--- src/rtl/pipe_stage_slice.sv ---
// rtl/pipe_stage_slice.sv - pipeline stage register with valid/ready handshake, one-entry skid buffer and flush
// Occupancy doubles as the FSM state; the skid entry only fills when downstream stalls.
module pipe_stage_slice #(
  parameter int                 CTRL_W      = 12,
  parameter int                 DATA_W      = 128,
  parameter logic [CTRL_W-1:0]  BUBBLE_CTRL = {CTRL_W{1'b0}},
  parameter int                 CNT_W       = 16
) (
  input  logic              clk,
  input  logic              rst,
  input  logic              flush,
  input  logic              in_valid,
  output logic              in_ready,
  input  logic [CTRL_W-1:0] in_ctrl,
  input  logic [DATA_W-1:0] in_data,
  output logic              out_valid,
  input  logic              out_ready,
  output logic [CTRL_W-1:0] out_ctrl,
  output logic [DATA_W-1:0] out_data,
  output logic [1:0]        occ,
  output logic [CNT_W-1:0]  stall_cnt,
  output logic [CNT_W-1:0]  flush_cnt
);

  typedef enum logic [1:0] {
    EMPTY = 2'd0,
    ONE   = 2'd1,
    FULL  = 2'd2
  } state_t;

  state_t              state_q, state_d;
  logic [CTRL_W-1:0]   main_ctrl_q, main_ctrl_d;
  logic [DATA_W-1:0]   main_data_q, main_data_d;
  logic [CTRL_W-1:0]   skid_ctrl_q, skid_ctrl_d;
  logic [DATA_W-1:0]   skid_data_q, skid_data_d;
  logic [CNT_W-1:0]    stall_cnt_q, stall_cnt_d;
  logic [CNT_W-1:0]    flush_cnt_q, flush_cnt_d;
  logic                xfer_in;
  logic                xfer_out;

  // in_ready comes from state only, so out_ready never reaches it combinationally.
  assign out_valid = (state_q != EMPTY);
  assign in_ready  = (state_q != FULL);
  assign out_ctrl  = main_ctrl_q;
  assign out_data  = main_data_q;
  assign occ       = state_q;
  assign stall_cnt = stall_cnt_q;
  assign flush_cnt = flush_cnt_q;

  assign xfer_in  = in_valid && in_ready && !flush;
  assign xfer_out = out_valid && out_ready;

  always_comb begin
    state_d     = state_q;
    main_ctrl_d = main_ctrl_q;
    main_data_d = main_data_q;
    skid_ctrl_d = skid_ctrl_q;
    skid_data_d = skid_data_q;

    if (flush) begin
      state_d     = EMPTY;
      main_ctrl_d = BUBBLE_CTRL;
      main_data_d = '0;
      skid_ctrl_d = BUBBLE_CTRL;
      skid_data_d = '0;
    end else begin
      case (state_q)
        EMPTY: begin
          if (xfer_in) begin
            main_ctrl_d = in_ctrl;
            main_data_d = in_data;
            state_d     = ONE;
          end
        end
        ONE: begin
          if (xfer_in && xfer_out) begin
            main_ctrl_d = in_ctrl;
            main_data_d = in_data;
          end else if (xfer_in) begin
            skid_ctrl_d = in_ctrl;
            skid_data_d = in_data;
            state_d     = FULL;
          end else if (xfer_out) begin
            main_ctrl_d = BUBBLE_CTRL;
            state_d     = EMPTY;
          end
        end
        FULL: begin
          if (xfer_out) begin
            main_ctrl_d = skid_ctrl_q;
            main_data_d = skid_data_q;
            state_d     = ONE;
          end
        end
        default: begin
          state_d     = EMPTY;
          main_ctrl_d = BUBBLE_CTRL;
        end
      endcase
    end
  end

  // Saturating statistics; flush leaves them untouched.
  always_comb begin
    stall_cnt_d = stall_cnt_q;
    flush_cnt_d = flush_cnt_q;
    if (out_valid && !out_ready && !(&stall_cnt_q)) begin
      stall_cnt_d = stall_cnt_q + {{(CNT_W-1){1'b0}}, 1'b1};
    end
    if (flush && !(&flush_cnt_q)) begin
      flush_cnt_d = flush_cnt_q + {{(CNT_W-1){1'b0}}, 1'b1};
    end
  end

  always_ff @(posedge clk or negedge rst) begin
    if (!rst) begin
      state_q     <= EMPTY;
      main_ctrl_q <= BUBBLE_CTRL;
      main_data_q <= '0;
      skid_ctrl_q <= BUBBLE_CTRL;
      skid_data_q <= '0;
      stall_cnt_q <= '0;
      flush_cnt_q <= '0;
    end else begin
      state_q     <= state_d;
      main_ctrl_q <= main_ctrl_d;
      main_data_q <= main_data_d;
      skid_ctrl_q <= skid_ctrl_d;
      skid_data_q <= skid_data_d;
      stall_cnt_q <= stall_cnt_d;
      flush_cnt_q <= flush_cnt_d;
    end
  end

endmodule

--- config.mk ---
export PLATFORM = sky130hd
export DESIGN_NAME = pipe_stage_slice
export DESIGN_NICKNAME = d
export VERILOG_FILES = /design/src/rtl/pipe_stage_slice.sv
export SDC_FILE = /design/constraint.sdc
export NUM_CORES = 1
export LEC_CHECK = 0
export ABC_AREA = 1
export CAP_MARGIN = 40
export CORE_AREA = 2 2 240 124
export CTS_CLUSTER_DIAMETER = 80
export DETAILED_ROUTE_END_ITERATION = 6
export DIE_AREA = 0 0 242 126
export PLACE_DENSITY = 0.88
export SYNTH_ARGS = -nofsm -noshare
export SYNTH_HDL_FRONTEND = slang
export SYNTH_SLANG_ARGS = --single-unit
--- constraint.sdc ---
create_clock -name clk -period 1.7 [get_ports clk]
set_input_delay 0.51 -clock clk [delete_from_list [all_inputs] [get_ports clk]]
set_output_delay 0.51 -clock clk [all_outputs]
set_load 0.02 [all_outputs]
==> results of run 1 <==
-- flip-flops by register name, indices dropped and copies added (netlist names) --
signal	cells
out_data	128
out_ctrl	12
occ	2
flush_cnt	16
skid_data_q	128
skid_ctrl_q	12
stall_cnt	16
-- final timing paths --
check | endpoint | slack (ns) | cells past startpoint
worst max register to register | out_data[111]$_DFFE_PN0P_ | -0.30 | 13
worst min register to register | out_ctrl[4]$_DFFE_PN0P_ | 0.47 | 2
min in group clk | occ[1]$_DFFE_PN0P_ | 0.47 | 5
worst max-delay path | out_data[111]$_DFFE_PN0P_ | -0.30 | 13
max in group asynchronous | out_ctrl[4]$_DFFE_PN0P_ | 0.57 | 3
worst min-delay path | skid_data_q[94]$_DFFE_PN0P_ | 0.40 | 2
-- area by class of cell --
class                      count  area [sq um]  area share
antenna                        2          5.00    0.000244
clock buffer                  35           798      0.0388
clock inverter                17           231      0.0113
inverter                     104           400      0.0195
multi-input combinational   1190          5810       0.283
sequential                   314          7870       0.383
tap                          391           489      0.0238
timing repair buffer         502          4950       0.241
-- cell usage after synthesis (all sizes together) --
cell type	number	area, sq um
xor2	2	17.5
a31oi	1	6.26
buf	78	487
inv	104	390
nor2	42	170
clkbuf	46	173
nand4	11	68.8
ha	2	25.0
dfrtp	314	7860
nand3	155	786
a21oi	74	370
xnor2	10	87.6
o21ai	409	2060
nand2	484	1820
-- power by group through the flow --
stage	clock (mW)	sequential, mW	combinational [mW]
2_1_floorplan	0	9.46	1.55
3_3_place_gp	0	8.78	4.54
3_5_place_dp	0	8.83	4.66
4_1_cts	7.22	8.65	5.17
5_1_grt	7.62	8.75	6.23
6_report	7.23	8.68	5.89
-- timing repair --
action | CTS | global route
pin swaps | 11 | 14
setup endpoints to repair | 300 | 211
gates cloned | 19 | 24
buffers inserted | 44 | 15
hold buffers | 1 | 0
hold endpoints to repair | 16 | 0
resized for setup | 860 | 91
-- metal layers --
metal | up-vias | part of all wire
met5 | - | 0
met2 | 1059 | 0.46
met4 | 0 | 0.046
li1 | 6542 | -
met3 | 209 | 0.099
met1 | 7204 | 0.40
-- critical path: stages (launching register included) --
cell,delay (ns)
dfrtp_1,0.40
buf_4,0.16
inv_4,0.06
nand2_4,0.12
nor2_2,0.11
nand2_1,0.07
buf_4,0.15
nand3_4,0.11
buf_12,0.14
buf_12,0.14
buf_8,0.14
clkbuf_16,0.16
nand2_1,0.06
o21ai_1,0.09
-- cell families after synthesis --
family                     synth area share
DFF                                   0.549
adders and majority gates           0.00175
buffers and inverters                0.0733
AOI/OAI and AO/OA                     0.170
xor gates and xnor gates            0.00734
and+or+nand+nor                       0.199
==> qor.yml, run 1 <==
run_status: "finished, violations left"
violations: "DRC, setup timing"
numPortBuffers: 320
syn_nets: 1879
final_cells: 2555
routed_wl_microns: 54400
nets: 2287
stdcell_area_sq_mm: 0.0206
insertion_delay_ns: 0.57
first_global_vias: 14100
cts_root_buf: "clkbuf_16"
wire_per_inst_microns: 21.3
p_clk_frac: 0.331
drc_errors: 1
fmax_mhz: 500
endpoint_kind: "flip-flop"
grt_usage: 0.318
initial_core_util: 0.504
die_area_sq_mm: 0.0305
drive_above_1_share: 0.242
fin_util: 0.723
period_minus_slack_ns: 2.00
fp.dieW_microns: 242
clock-sinks: 314
fillCellCount: 2028
relSlewSlack: 0.576
crit_arrival_ns: 2.48
setup_viol: 144
worstReg2RegStart: "occ[0]$_DFFE_PN0P_"
leakagePower_nw: 10.2
grt_pass1_wl_microns: 77900
power.net_switching_mw: 6.98
io_pins: 321
hold_path.class: "in2async"
ir_drop_v: 0.000845
synth-seq-cells: 314
power.internal_mw: 14.8
p_total_mw: 21.8
tightest_slew_ns: 0.636
overflow: 0
dr.pass1.iters: 7
final_common_cell: "nand2_1"
power.switching_fraction: 0.320
cts-htree-levels: 1
placed_area_sq_mm: 0.0182
drv_cap: 0
vias_per_cell: 5.88
avgSynthCellArea_sq_um: 8.27
drtAntennaViolNets: 0
p_comb_frac: 0.270
cts_tree: "done"
use_met2: 0.521
num_vias: 15000
area_growth_syn_to_layout_pct: 43.6
grt_use_met1: 0.423
netlist_instances: 1732
clk_path_buf_depth: 3
cp_max_fo: 6
post-route-period-util: 1.18
placed_cells: 2401
place.gp.congestion: 0.903
numCtsBuffers: 28
cp-start-kind: "flip-flop"
rows: 44
required_ns: 2.18
synth_seq_area_share: 0.549
fin_hold_ws_ns: 0.397
pre_cts_ws_ns: -0.670
grt.busiest_layer: "met2"
maxSlewViolCount: 0
path_class: "reg2reg"
p_seq_frac: 0.398
fin_tns_setup_ns: -19.78
final.setup.worst_slack_ns: -0.299
core_area_sq_mm: 0.0284
clk_pin_slew_ns: 0.08
dpl.hpwl_microns: 29600
first_iter_violations: 1804
final_cell_mix: "nand2_1, dfrtp_1, o21ai_0"
cellPowerDensity_mw_per_mm2: 1060
die_height_microns: 126
antenna_found_initial: 2
grt_start_max_net_pins: 100
startpoint: "occ[0]$_DFFE_PN0P_"
yosys_warnings: 0
syn_area_sq_mm: 0.0143
finalHoldViolCount: 0
fin_skew_ns: 0.0125
rsz0062_at_grt: "true"
synth_cell_types: 24
use_met3: 0.0650
Note: power is estimated with default switching activity, not from simulation.
==> inputs of run 2 (changes only) <==
--- a/config.mk
+++ b/config.mk
@@ -8,6 +8,7 @@
 export ABC_AREA = 1
 export CAP_MARGIN = 40
 export CORE_AREA = 2 2 240 124
+export CTS_BUF_LIST = sky130_fd_sc_hd__clkbuf_2 sky130_fd_sc_hd__clkbuf_4 sky130_fd_sc_hd__clkbuf_8
 export CTS_CLUSTER_DIAMETER = 80
 export DETAILED_ROUTE_END_ITERATION = 6
 export DIE_AREA = 0 0 242 126
==> run 2 against run 1 <==
Net effect:
- the flow finishes with violations (setup timing)
- final area down 4.7%
- critical path depth decreased by 9
- non-clock buffer count decreased by 39
- flip-flop and latch count did not move
- critical endpoint is now out_valid
- largest cell class unchanged
==> qor.yml, run 2 (synthesis results as in run 1) <==
rows: 44  # unchanged
io_pins: 321  # unchanged
relSlewSlack: 0.626  # +0.0500
post-route-period-util: 1.16  # -0.0153
required_ns: 1.19  # -0.99 ns
insertion_delay_ns: 0.58  # about the same
fin_hold_ws_ns: 0.409  # +0.0120 ns
overflow: 0  # unchanged
nets: 2265  # -0.96%
num_vias: 14500  # -3.5%
clk_path_buf_depth: 3  # unchanged
pre_cts_ws_ns: -0.670  # unchanged
clk_pin_slew_ns: 0.07  # about the same
setup_viol: 141  # -2.1%
vias_per_cell: 5.70  # -3.1%
leakagePower_nw: 9.71  # -4.6%
violations: "setup timing"
numCtsBuffers: 45  # +61%
cts-htree-levels: 2  # +1
final.setup.worst_slack_ns: -0.273  # +0.0260 ns
r2r-end: "out_data[97]$_DFFE_PN0P_"
fp.dieW_microns: 242  # unchanged
place.gp.congestion: 0.903  # unchanged
p_clk_frac: 0.332  # about the same
stdcell_area_sq_mm: 0.0196  # -4.7%
fmax_mhz: 507  # +1.3%
crit_arrival_ns: 1.46  # -1.02 ns
cts_tree: "done"
dr.pass1.iters: 7  # unchanged
drtAntennaViolNets: 0  # unchanged
run_status: "finished, violations left"
p_comb_frac: 0.247  # -0.023
final_cells: 2544  # -0.43%
ir_drop_v: 0.000890  # +5.4%
cellPowerDensity_mw_per_mm2: 1050  # -1.1%
core_area_sq_mm: 0.0284  # unchanged
die_height_microns: 126  # unchanged
numPortBuffers: 320  # unchanged
initial_core_util: 0.504  # unchanged
power.net_switching_mw: 6.56  # -6.0%
cp_max_fo: 3  # -3
endpoint_kind: "output pin"
final_cell_mix: "nand2_1, dfrtp_1, o21ai_0"
first_iter_violations: 1500  # -17%
cts_root_buf: "clkbuf_8"
rsz0062_at_grt: "true"
reg2reg_depth: 10  # -3
p_seq_frac: 0.421  # +0.023
grt_start_max_net_pins: 100  # unchanged
path_class: "reg2out"
final_common_cell: "nand2_1"
cp-start-kind: "flip-flop"
placed_cells: 2401  # unchanged
maxSlewViolCount: 0  # unchanged
routed_wl_microns: 49100  # -9.6%
first_global_vias: 14100  # +0.071%
die_area_sq_mm: 0.0305  # unchanged
drive_above_1_share: 0.219  # -0.0233
wire_per_inst_microns: 19.3  # -9.2%
clock-sinks: 314  # unchanged
hold_path.class: "in2async"
dpl.hpwl_microns: 29600  # unchanged
placed_area_sq_mm: 0.0182  # unchanged
grt_usage: 0.306  # -0.0121
drc_errors: 0  # -1
power.internal_mw: 14.0  # -5.5%
worstReg2RegStart: "occ[0]$_DFFE_PN0P_"
r2r_slack_ns: -0.14  # +0.16 ns
power.switching_fraction: 0.319  # -0.00120
fin_skew_ns: 0.0354  # +0.0230 ns
period_minus_slack_ns: 1.97  # -0.0260 ns
grt_pass1_wl_microns: 75100  # -3.6%
antenna_found_initial: 3  # +1
finalHoldViolCount: 0  # unchanged
area_growth_syn_to_layout_pct: 36.8
p_total_mw: 20.6  # -5.7%
drv_cap: 0  # unchanged
tightest_slew_ns: 0.561  # -0.0750 ns
-- run 2: cell types whose count changed in the layout (fill, tap and decap cells not counted), moves of 11 or more --
cell | before | now
o21ai_1 | 150 | 167
o21ai_2 | 33 | 22
nand2_1 | 445 | 470
clkbuf_16 | 44 | 9
buf_16 | 26 | 7
nand2_2 | 29 | 9
clkbuf_8 | 5 | 59
-- run 2: power groups by stage --
stage                     Sequential [mW]  Clock, mW  Combinational (mW)
after floorplan                      9.46          0                1.55
after global placement               8.78          0                4.54
after detailed placement             8.83          0                4.66
after CTS                            8.63       6.92                4.72
after global routing                 8.73       7.27                5.43
final                                8.66       6.83                5.07
-- run 2: what timing repair did --
action / in CTS / in global routing
endpoints found under the hold margin: 16 / 0
resized for setup: 781 / 97
cloned: 6 / 13
setup endpoints to repair: 309 / 249
pin swaps: 3 / 12
hold buffers: 1 / 0
buffers inserted: 35 / 7
-- run 2: worst max path at each step --
| stage | startpoint | end | slack, ns | depth (start not counted) |
|---|---|---|---|---|
| 2_1_floorplan | flush_cnt[1]$_DFFE_PN0P_ | flush_cnt[2]$_DFFE_PN0P_ | 0.01 | 7 |
| 4_1_cts | occ[0]$_DFFE_PN0P_ | in_ready | -0.30 | 4 |
| 3_3_place_gp | out_ready | out_ctrl[7]$_DFFE_PN0P_ | -0.57 | 7 |
| 6_report | occ[1]$_DFFE_PN0P_ | out_valid | -0.27 | 4 |
| 3_5_place_dp | out_ready | out_ctrl[9]$_DFFE_PN0P_ | -0.67 | 7 |
| 5_1_grt | occ[1]$_DFFE_PN0P_ | out_valid | -0.31 | 4 |
-- run 2: metal layers --
metal | share of wire | routed length [microns] | vias to the layer above | GRT usage
met1 | 0.41 | 20100 | 6980 | 0.412
met3 | 0.089 | 4380 | 150 | 0.0644
li1 | - | - | 6503 | -
met2 | 0.47 | 22900 | 857 | 0.486
met4 | 0.035 | 1720 | 0 | 0.126
met5 | 0 | 0 | - | 0
-- run 2: critical path, cell delays in order, from the launching register on --
cell and delay (ns):
dfrtp_2 0.46, nor2_4 0.15, buf_6 0.11, inv_4 0.03, buf_6 0.12
-- run 2: layout make-up --
class / count / area (sq um)
well taps: 391 / 489
repair buffers: 463 / 4130
flip-flops and latches: 314 / 7870
clock buffers: 69 / 887
diodes: 3 / 7.51
multi-input cells: 1190 / 5660
inverters: 104 / 410
clock inverters: 10 / 141
fillers: 2161 / 8820
-- run 2: through the flow --
stage / util / TNS (ns)
3_5_place_dp: 0.640 / -120.22
4_1_cts: 0.669 / -21.51
5_1_grt: 0.690 / -28.35
2_1_floorplan: - / 0
6_report: 0.690 / -10.45
3_3_place_gp: 0.640 / -106.02
